**src/rtl/sram_like_responder_pkg.sv**
```systemverilog
// Shared definitions for the sram-like responder and its bench.
//   SRAM_LIKE_*_W : bus widths of the req/addr_ok/data_ok interface
//   SRAM_LIKE_RESET_PC : core reset fetch address, reused by bench stimulus
//   pend_t : one-cycle pending stage between RAM access and response FIFO
package sram_like_responder_pkg;
    localparam int SRAM_LIKE_WEN_W  = 4;
    localparam int SRAM_LIKE_ADDR_W = 32;
    localparam int SRAM_LIKE_DATA_W = 32;
    localparam logic [SRAM_LIKE_ADDR_W-1:0] SRAM_LIKE_RESET_PC = 32'hBFC0_0000;

    typedef struct packed {
        logic vld;  // a RAM access was issued last cycle
        logic wr;   // that access was a write (respond with 0)
    } pend_t;
endpackage

```
**src/rtl/sram_like_responder_resp_fifo.sv**
```systemverilog
// sram_resp_fifo: synchronous in-order response FIFO.
//   clk, resetn        : clock, async active-low reset (pointers/count only)
//   push, push_data    : enqueue one entry
//   pop                : dequeue head (ignored when empty)
//   empty, full        : occupancy flags
//   head_data          : entry at the head, valid when !empty
module sram_resp_fifo #(
    parameter int WIDTH = 32,
    parameter int DEPTH = 4
) (
    input  logic             clk,
    input  logic             resetn,
    input  logic             push,
    input  logic [WIDTH-1:0] push_data,
    input  logic             pop,
    output logic             empty,
    output logic             full,
    output logic [WIDTH-1:0] head_data
);
    localparam int PW = (DEPTH > 1) ? $clog2(DEPTH) : 1;
    localparam int CW = $clog2(DEPTH) + 1;

    logic [WIDTH-1:0] mem [DEPTH];
    logic [PW-1:0]    wr_ptr, rd_ptr;
    logic [CW-1:0]    count;
    logic             do_push, do_pop;

    // Pointers wrap explicitly so non-power-of-2 depths would also work.
    function automatic logic [PW-1:0] ptr_inc(input logic [PW-1:0] p);
        return (p == PW'(DEPTH - 1)) ? '0 : p + PW'(1);
    endfunction

    assign empty     = (count == '0);
    assign full      = (count == CW'(DEPTH));
    assign do_pop    = pop && !empty;
    assign do_push   = push && (!full || do_pop);
    assign head_data = mem[rd_ptr];

    always_ff @(posedge clk or negedge resetn) begin
        if (!resetn) begin
            wr_ptr <= '0;
            rd_ptr <= '0;
            count  <= '0;
        end else begin
            if (do_push) wr_ptr <= ptr_inc(wr_ptr);
            if (do_pop)  rd_ptr <= ptr_inc(rd_ptr);
            case ({do_push, do_pop})
                2'b10:   count <= count + CW'(1);
                2'b01:   count <= count - CW'(1);
                default: count <= count;
            endcase
        end
    end

    // Storage has no reset: contents are only observed behind count.
    always_ff @(posedge clk) begin
        if (do_push) mem[wr_ptr] <= push_data;
    end

    // The outstanding limit upstream makes this unreachable.
    a_no_overflow: assert property (@(posedge clk) disable iff (!resetn)
                                    !(push && full && !pop));
endmodule

```
**src/rtl/sram_like_responder.sv**
```systemverilog
// sram_like_responder: slave end of the sram-like req/addr_ok/data_ok bus.
// Accepts requests into a 1-cycle synchronous RAM and returns exactly one
// in-order data_ok per accepted request, optionally delayed at FIFO head.
//   clk, resetn                  : clock, async active-low reset
//   req, wen, addr, wdata        : request from master (wen==0 is a read)
//   addr_ok                      : request accepted when req && addr_ok
//   data_ok, rdata               : one response per cycle max, rdata 0 for writes
//   ram_en/ram_wen/ram_addr/ram_wdata, ram_rdata : RAM port, read data next cycle
module sram_like_responder
    import sram_like_responder_pkg::*;
#(
    parameter int DEPTH      = 4,
    parameter int RESP_DELAY = 0,
    parameter int RAM_AW     = 16
) (
    input  logic                        clk,
    input  logic                        resetn,
    input  logic                        req,
    input  logic [SRAM_LIKE_WEN_W-1:0]  wen,
    input  logic [SRAM_LIKE_ADDR_W-1:0] addr,
    input  logic [SRAM_LIKE_DATA_W-1:0] wdata,
    output logic                        addr_ok,
    output logic                        data_ok,
    output logic [SRAM_LIKE_DATA_W-1:0] rdata,
    output logic                        ram_en,
    output logic [SRAM_LIKE_WEN_W-1:0]  ram_wen,
    output logic [RAM_AW-1:0]           ram_addr,
    output logic [SRAM_LIKE_DATA_W-1:0] ram_wdata,
    input  logic [SRAM_LIKE_DATA_W-1:0] ram_rdata
);
    localparam int OW = $clog2(DEPTH) + 1;
    localparam int WW = (RESP_DELAY > 0) ? $clog2(RESP_DELAY + 1) : 1;

    logic [OW-1:0]               outstanding;
    logic [WW-1:0]               wait_cnt;
    pend_t                       pend;
    logic                        accept;
    logic                        fifo_empty, fifo_full;
    logic [SRAM_LIKE_DATA_W-1:0] head_data, push_data;

    // Outstanding covers the pending stage as well as the FIFO, so a full
    // count blocks acceptance before the FIFO can ever overflow. A pop in
    // the full cycle only frees a slot from the next cycle on.
    assign addr_ok = resetn && (outstanding < OW'(DEPTH));
    assign accept  = req && addr_ok;

    assign ram_en    = accept;
    assign ram_wen   = accept ? wen : '0;
    assign ram_addr  = addr[RAM_AW+1:2];
    assign ram_wdata = wdata;

    assign push_data = pend.wr ? '0 : ram_rdata;

    sram_resp_fifo #(.WIDTH(SRAM_LIKE_DATA_W), .DEPTH(DEPTH)) u_fifo (
        .clk       (clk),
        .resetn    (resetn),
        .push      (pend.vld),
        .push_data (push_data),
        .pop       (data_ok),
        .empty     (fifo_empty),
        .full      (fifo_full),
        .head_data (head_data)
    );

    assign data_ok = resetn && !fifo_empty && (wait_cnt == WW'(RESP_DELAY));
    assign rdata   = data_ok ? head_data : '0;

    always_ff @(posedge clk or negedge resetn) begin
        if (!resetn) begin
            pend        <= '0;
            outstanding <= '0;
            wait_cnt    <= '0;
        end else begin
            pend.vld <= accept;
            pend.wr  <= accept && (wen != '0);
            case ({accept, data_ok})
                2'b10:   outstanding <= outstanding + OW'(1);
                2'b01:   outstanding <= outstanding - OW'(1);
                default: outstanding <= outstanding;
            endcase
            // Each new head waits a fresh RESP_DELAY cycles after a pop.
            if (data_ok)          wait_cnt <= '0;
            else if (!fifo_empty) wait_cnt <= wait_cnt + WW'(1);
        end
    end

    logic unused_bits;
    if (RAM_AW < 30) begin : g_unused_hi
        assign unused_bits = ^{addr[1:0], addr[31:RAM_AW+2], fifo_full};
    end else begin : g_unused_lo
        assign unused_bits = ^{addr[1:0], fifo_full};
    end
endmodule

```
**config.mk**
```make
export PLATFORM = sky130hd
export DESIGN_NAME = sram_like_responder
export DESIGN_NICKNAME = d
export VERILOG_FILES = /design/src/rtl/sram_like_responder_pkg.sv /design/src/rtl/sram_like_responder_resp_fifo.sv /design/src/rtl/sram_like_responder.sv
export SDC_FILE = /design/constraint.sdc
export NUM_CORES = 1
export LEC_CHECK = 0
export ABC_CLOCK_PERIOD_IN_PS = 2200
export BUFFER_PORTS_ARGS = -buffer_cell sky130_fd_sc_hd__buf_4
export CORE_MARGIN = 3
export CORE_UTILIZATION = 46
export CTS_CLUSTER_SIZE = 30
export DETAILED_ROUTE_END_ITERATION = 7
export MAX_ROUTING_LAYER = met4
export PLACE_DENSITY = 0.8
export SETUP_SLACK_MARGIN = 0.15
export SYNTH_ARGS = -nofsm -noshare
export SYNTH_HDL_FRONTEND = slang
export SYNTH_SLANG_ARGS = --single-unit
```
**constraint.sdc**
```tcl
create_clock -name clk -period 2.2 [get_ports clk]
set_clock_uncertainty 0.05 [all_clocks]
set_input_delay 0.44 -clock clk [delete_from_list [all_inputs] [get_ports clk]]
set_output_delay 0.44 -clock clk [all_outputs]
set_load 0.03 [all_outputs]
```
==> summary by stage, run 1 <==
Global routing
The largest net degree at the start of global routing is 28. The number of antenna violations at the first check in global routing came to 0. The met2 track demand over resource is 28.66%. The total overflow reported by the global router is 0.

The most used routing layer in global routing is met2. Global routing used a little under 6% of the available met3 tracks. The number of global-route vias before repair was between 3000 and 4000. Across every metal layer, demand over resource in global routing totals 17.64%. For this run, global-route usage on met1 was measured as approximately a fifth. The global-route wire length before repair is 18610 µm.

Floorplan
The number of placement rows is between 40 and 50. The effective utilization at floorplan is 48.00%. The floorplan step defined a die boundary enclosing ~15000 µm². The width of the die is about 120 µm. The die height is ~120 µm. The core region is 12930 µm². The I/O pin total is 190.

CTS
TritonCTS built the clock tree. The sink count of the clock tree is 141. CTS built an H-tree with a depth of 4.

Clock tree synthesis selected as its root buffer the cell clkbuf_16. The clock passes through at most 2 buffers. The total clock buffers created by CTS is 17.

The clock-pin slew on the worst setup and hold paths is roughly 60 ps. The insertion delay of the later-clocked pin in the worst-skew pair is 410 ps.

Drt
For this run, design rule violations remaining after detail routing come to 0. In the final routed layout, each cell accounts on average for about 20 µm. The number of vias in the routed layout is 3169. The routed wire length is between 10000 and 15000 µm.

The via density per instance is 5.170. Before antenna repair, the detailed router went through 5 iterations. The detail route stage leaves a number of antenna-violating nets equal to 0.

The detailed router's first-iteration violation count is roughly 150.

Pwr
The worst-case IR drop observed on VDD is 0.0008178 V. The total power divided by cell area is between 1000 and 1500 nW/µm². Summed over all cells, the static leakage comes to roughly 3 nW.

Synth
The synthesized design contains between 100 and 150 register bits. The number of warnings issued by yosys is 0. The number of instances in the synthesized netlist is 354.

A synthesized cell averages 17.53 µm². After synthesis, the cell types taking the most area are edfxtp_1, mux4_2, buf_4. The synthesized netlist occupies a cell area of 6205 µm².

The number of unique standard cell types used by synthesis is 28. For this run, the leading register cell type out of synthesis is edfxtp_1. The synthesized design contains around 130 enable-type register cells.

The portion of synthesized cell area occupied by the leading cell type is between 60% and 70%. The biggest area contributor in the post-synthesis netlist is edfxtp_1. The share of async-settable or async-resettable flops after synthesis is between 9 and 10%. The synthesized netlist net count is 466.

The sequential element share of the synthesized area is between 60 and 70%.

Layout
The library cell used most frequently in the layout, excluding fill and tap cells, is edfxtp_1. The fraction of layout instances using a drive strength above 1 is 52.15%. The library cells used most frequently in the layout, excluding fill and tap cells, are edfxtp_1, buf_4, buf_6. The area growth from synthesis to layout is 27.75%. The post-route cell area is around 7900 µm². Leaving out filler cells and counting taps, the final layout contains ~610. The net count reported at finish is between 500 and 600. The number of antenna cells inserted is 0.

Critical path
STA puts the critical path data required time at around 1700 ps. For this run, the slowest stage of the critical path takes 500 ps. The signal on the critical path passes through buf_12, buf_12, mux4_2, and2_4, buf_6. The maximum fanout along the worst path is 7. The startpoint kind of the worst setup timing path is a register.

The most frequent cell on the critical path is buf_12. The slowest stage of the critical path belongs to the cell mux4_2. The worst setup path is of the register to output pin kind. The sort of element at the end of the critical path is an output pin. Data on the critical path arrives at its endpoint at between 1500 and 2000 ps.

Placed design
The count of port buffers added during placement is 77. Including well taps, the total number of placed cells is about 560. The half-perimeter wire length after placement is just over 7000 µm. At the end of routability-driven placement, the weighted congestion stood at approximately 0.78. Once placement finished, the instance area stood at 6740 µm².

Timing
The final hold violation count came to 0. The transition time at the pin with the least slew margin is slightly above 300 ps. For the finished layout, the period the worst path requires is about 2400 ps. The total count of max-transition violations in the final report was 0. After layout, the worst setup slack is -207.4 ps. Setup violations remaining at the end of the flow were counted as 32.

Adding up every negative setup slack in the final design gives -5887 ps. The worst slack on hold paths is approximately 240 ps. Timing would allow up to 0.4154 GHz.

The share of the clock period used by the worst path is 109.4%. Setup repair after global routing could not meet its margin everywhere. The worst max-slew margin expressed relative to the limit is between 70% and 80%.

Flow run
The number of maximum-capacitance constraint violations is 0.

Outcome
The run finished, with violations left. The checks that failed: negative setup slack.

Hold path
The min-delay analysis places its worst path in the category input pin to register.
==> cell families (layout without fill, tap and decap cells) <==
kind of cell	after synthesis	in the layout	share of synthesized area [%]
buffers and inverters	73	160	8.288
flip-flops	141	141	67.19
AO/OA/AOI/OAI	2	2	0.3833
AND/OR/NAND/NOR	85	85	8.328
XOR/XNOR	6	6	0.8469
multiplexers	38	38	12.91
adder cells (fa/ha/maj)	9	9	2.057
==> worst paths after layout <==
path                                   end  cells after the start  slack (ps)        startpoint
setup / recovery                 rdata[18]                      5        -210  u_fifo.rd_ptr[0]
hold / removal                     pend[0]                      3         240            wen[3]
setup reg to reg            outstanding[2]                     10         230          wait_cnt
hold reg to reg             outstanding[0]                      1         440    outstanding[0]
max in group asynchronous  u_fifo.count[2]                      3        1410            resetn
min in group asynchronous   outstanding[0]                      3         510            resetn
==> power breakdown <==
part	internal [mW]	total [mW]	switching [mW]	leakage [nW]
logic	2.26	4.15	1.89	1.39
clock network	1.77	2.77	0.999	0.277
registers	3.31	3.50	0.192	1.32
==> state kept, by name, summed over array words and instances, names as in the netlist <==
register and flops:
pend 2, wait_cnt 1, u_fifo.count 3, u_fifo.rd_ptr 2, u_fifo.wr_ptr 2, u_fifo.mem 128
outstanding 3
==> stage by stage <==
step	utilization, %	setup slack (ps)	power, mW
final	61.31	-207.4	10.43
after global placement	52.14	122.7	6.421
after detailed placement	52.14	9.520	6.509
after floorplan	-	66.22	5.795
after CTS	60.36	-229.6	10.24
after global routing	61.31	-266.7	10.88
==> final cells by class <==
| class | instances | area (µm²) |
|---|---|---|
| Fill cell | 926 | 5001 |
| Sequential cell | 141 | 4173 |
| Multi-Input combinational cell | 140 | 1662 |
| Timing Repair Buffer | 117 | 1252 |
| Clock buffer | 20 | 436.7 |
| Tap cell | 172 | 215.2 |
| Clock inverter | 12 | 143.9 |
| Inverter | 11 | 43.79 |
==> synthesized netlist by cell type, types with 3 or more instances <==
master,instances
edfxtp_1,128
buf_4,48
and2_1,36
nor2b_1,33
mux4_2,28
dfrtp_1,13
inv_1,11
clkbuf_1,7
ha_1,7
nor2_1,6
and3_1,4
mux2_2,4
mux4_1,4
xor2_1,4
buf_12,3
buf_2,3
==> metal layers <==
layer | part of all wire, % | vias to the layer above | routed length, µm
met5 | 0 | - | 0
met3 | 5.6 | 36 | 690
li1 | - | 1414 | -
met4 | 1.8 | 0 | 225
met1 | 39 | 1606 | 4783
met2 | 53 | 113 | 6549
==> worst max-delay path: cells and delay by family, from the launching register on <==
| family | cells | cell delay, ps |
|---|---|---|
| flops | 1 | 440 |
| simple gates | 1 | 150 |
| buf+inv | 3 | 410 |
| mux | 1 | 500 |
==> what timing repair did <==
item | 4_1_cts | 5_1_grt
gates cloned | 3 | 1
hold endpoints to repair | 13 | 0
setup buffers | 10 | 5
hold buffers | 1 | 0
gates resized for setup | 85 | 9
pin swaps | 31 | 8
setup endpoints to repair | 34 | 36
Power figures use the tool's default switching activity.
==> run 2, diff against run 1 <==
BUFFER_PORTS_ARGS = -buffer_cell sky130_fd_sc_hd__clkbuf_2   (was -buffer_cell sky130_fd_sc_hd__buf_4)
MAX_ROUTING_LAYER = unset   (was met4)
SETUP_SLACK_MARGIN = unset   (was 0.15)
==> run 2 against run 1 <==
  * The flow still finishes with violations (negative setup slack)
  * Sequential cell count unchanged
  * Wire length fell by 6.1%
  * Count of clock-buffer cells in the layout grew 1
  * Sequential power about the same
  * Non-clock buffer count down 11
  * Critical endpoint is now rdata[25]
  * First-iteration DRC count increased by 36%
==> summary by stage, run 2 (same netlist as run 1, synthesis figures left out) <==
CTS
No sink is reached through more buffers than the 2 on the longest clock path. Counting the buffers created by CTS gives 17. In this run the clock root is driven by a clkbuf_16. TritonCTS built the clock tree.

After clock tree synthesis, the clock-pin slew on the worst setup and hold paths is ~50 ps. The maximum level of the CTS H-tree is 4. The insertion delay of the later-clocked pin in the worst-skew pair is between 400 and 500 ps.

The sink count of the clock tree is 141.

Layout
The total of fill cells in the finished design is 948. The flip-flop count of the largest register after layout is roughly 130. The largest registers in the layout are u_fifo.mem x128, outstanding x3, u_fifo.count x3.

Cells fill 59.08% of the core in the end. The total area of sequential cells is approximately 4200 µm². From synthesis to final layout, the design area changed by 23.09%.

The number of antenna cells inserted is 0. The library cell used most frequently in the layout, excluding fill and tap cells, is edfxtp_1. More flip-flops sit in one register than any other, and that register is u_fifo.mem.

Cells with a size suffix above 1 make up approximately 48% of the layout. Summing all multi-input logic gate instances after layout gives around 1600 µm². The post-route cell area is 7637 µm². The library cells used most frequently in the layout, excluding fill and tap cells, are edfxtp_1, clkbuf_2, nor2b_1. After the last flow step, the layout net total stands at around 530.

Flow run
Across the run, the number of max-cap violations was 0.

Timing
The final total negative setup slack is -4815 ps. The final hold violation count is 0. Setup repair after global routing could not meet its margin everywhere. At the pin with the least slew margin, the transition time is 294.6 ps. Static timing analysis puts the maximum clock frequency at 0.4174 GHz.

The share of the clock period used by the worst path is 108.9%. The least setup slack across all paths after layout is -196.0 ps. The total count of max-transition violations in the final report is 0. After layout, the minimum clock period comes to roughly 2400 ps. The worst max-slew margin expressed relative to the limit is between 80% and 90%. Final hold analysis gives a worst-case slack of roughly 250 ps. Setup violations remaining at the end of the flow were counted as 32.

Floorplan
The floorplan has 41 rows. The initial utilization of the core area, before any placement, comes to a little under half. From bottom edge to top edge, the die measures 122.1 µm. The area of the die is roughly 15000 µm². The I/O pin total is 190. The floorplan step set the die width to approximately 120 µm. The core region is between 10000 and 15000 µm².

Pwr
The worst-case IR drop observed on VDD is 0.0006910 V. Overall power consumption after layout is estimated at around 10 mW. The total power divided by cell area is 1297 nW/µm². The total leakage power is around 2.9 nW.

Drt
The average routed wire per standard cell is about 19 µm. For this run, the detailed router's first-pass iteration total came to 4. The detailed router's first-iteration violation count is 208. The via density per instance is 5.151. The remaining design rule violation count is 0. The routed wire length is roughly 11000 µm. The number of vias in the routed layout is between 3000 and 4000. The number of nets with antenna violations after routing is 0.

Critical path
The cell with the largest stage delay on the worst path is mux4_2. In this run the worst path has a maximum fanout of 6. The required time of the worst setup path is roughly 1700 ps. The category of the most critical setup path is register to output pin.

The sort of element at the end of the critical path is an output pin. The startpoint kind of the worst setup timing path is a register. The arrival time of data at the critical path endpoint is between 1500 and 2000 ps. The biggest cell delay along the critical path is about 540 ps. The largest delay contributor family on the critical path is multiplexers. In this design, the critical path's most frequently occurring cell is buf_12. The number of buffer and inverter instances along the worst setup path is 3. The critical path goes through buf_12, buf_12, mux4_2, and2_4, buf_8.

Hold path
In this run the worst hold path is classified as input pin to register.

Global routing
The first global-routing pass estimated approximately 18000 µm of wire. The number of antenna violations at the first check in global routing is 1. Summed over all layers, the global routing overflow is 0. For this run, the total global-route usage over all layers was measured as between 10% and 20%. The largest net degree at the start of global routing is 28.

The number of global-route vias before repair is 3503.

Outcome
The flow ran to the end, but the final reports show violations. The final reports fail on negative setup slack.

Placed design
The cell area after placement is between 6000 and 7000 µm². The count of buffers added on input and output ports is 77. The half-perimeter wire length after placement is approximately 7200 µm. The final weighted congestion in routability-driven placement is 0.7305.
## run 2: cell types whose count changed in the layout (fill, tap and decap cells not counted), sizes merged
| cell | before | now |
|---|---|---|
| buf | 115 | 60 |
| bufinv | 3 | 2 |
| clkbuf | 21 | 66 |
| clkinv | 5 | 9 |
| clkinvlp | 2 | 0 |
| inv | 13 | 11 |
## run 2: stage by stage
stage,setup slack (ps),instances
6_report,-196.0,602
3_5_place_dp,28.44,563
4_1_cts,-255.6,604
5_1_grt,-263.6,602
3_3_place_gp,113.0,563
2_1_floorplan,4.881,354
## run 2: timing repair
item                                    4_1_cts  5_1_grt
gates resized for setup                     107       34
pin swaps                                    12        1
endpoints found under the setup margin       32       33
setup buffers                                 5        0
gates cloned                                  3        0
hold buffers                                  1        0
hold endpoints to repair                     13        0
## run 2: cell type report
| cell class | instances | area share [%] |
|---|---|---|
| Timing Repair Buffer | 106 | 13.96 |
| Clock inverter | 11 | 1.311 |
| Tap cell | 172 | 2.818 |
| Multi-Input combinational cell | 140 | 20.99 |
| Inverter | 11 | 0.5406 |
| Clock buffer | 21 | 5.767 |
| Sequential cell | 141 | 54.62 |
## run 2: path summary, 6_finish.rpt
kind                                   from                to  slack [ps]  depth (start not counted)
setup / recovery           u_fifo.rd_ptr[0]         rdata[25]        -200                          5
hold / removal                       wen[3]           pend[0]         250                          3
setup reg to reg                   wait_cnt   u_fifo.count[2]         200                          9
hold reg to reg              outstanding[2]    outstanding[2]         420                          1
max in group asynchronous            resetn  u_fifo.rd_ptr[1]        1400                          3
min in group asynchronous            resetn           pend[1]         510                          3
## run 2: per-layer routing
metal	up-vias	GRT usage, %	routed length, µm
met4	2	8.817	330
met5	-	0	11
li1	1386	-	-
met1	1553	19.52	4474
met3	42	5.478	802
met2	118	27.07	5881
## run 2: power breakdown
part	leakage [nW]	internal, mW	switching, mW
registers	1.32	3.31	0.180
logic	1.29	2.06	1.77
clock network	0.268	1.64	0.953
## run 2: worst min-delay path, cell delays in order
cell and delay [ps]:
clkbuf_2 90, nor4_1 40, nor2_1 100
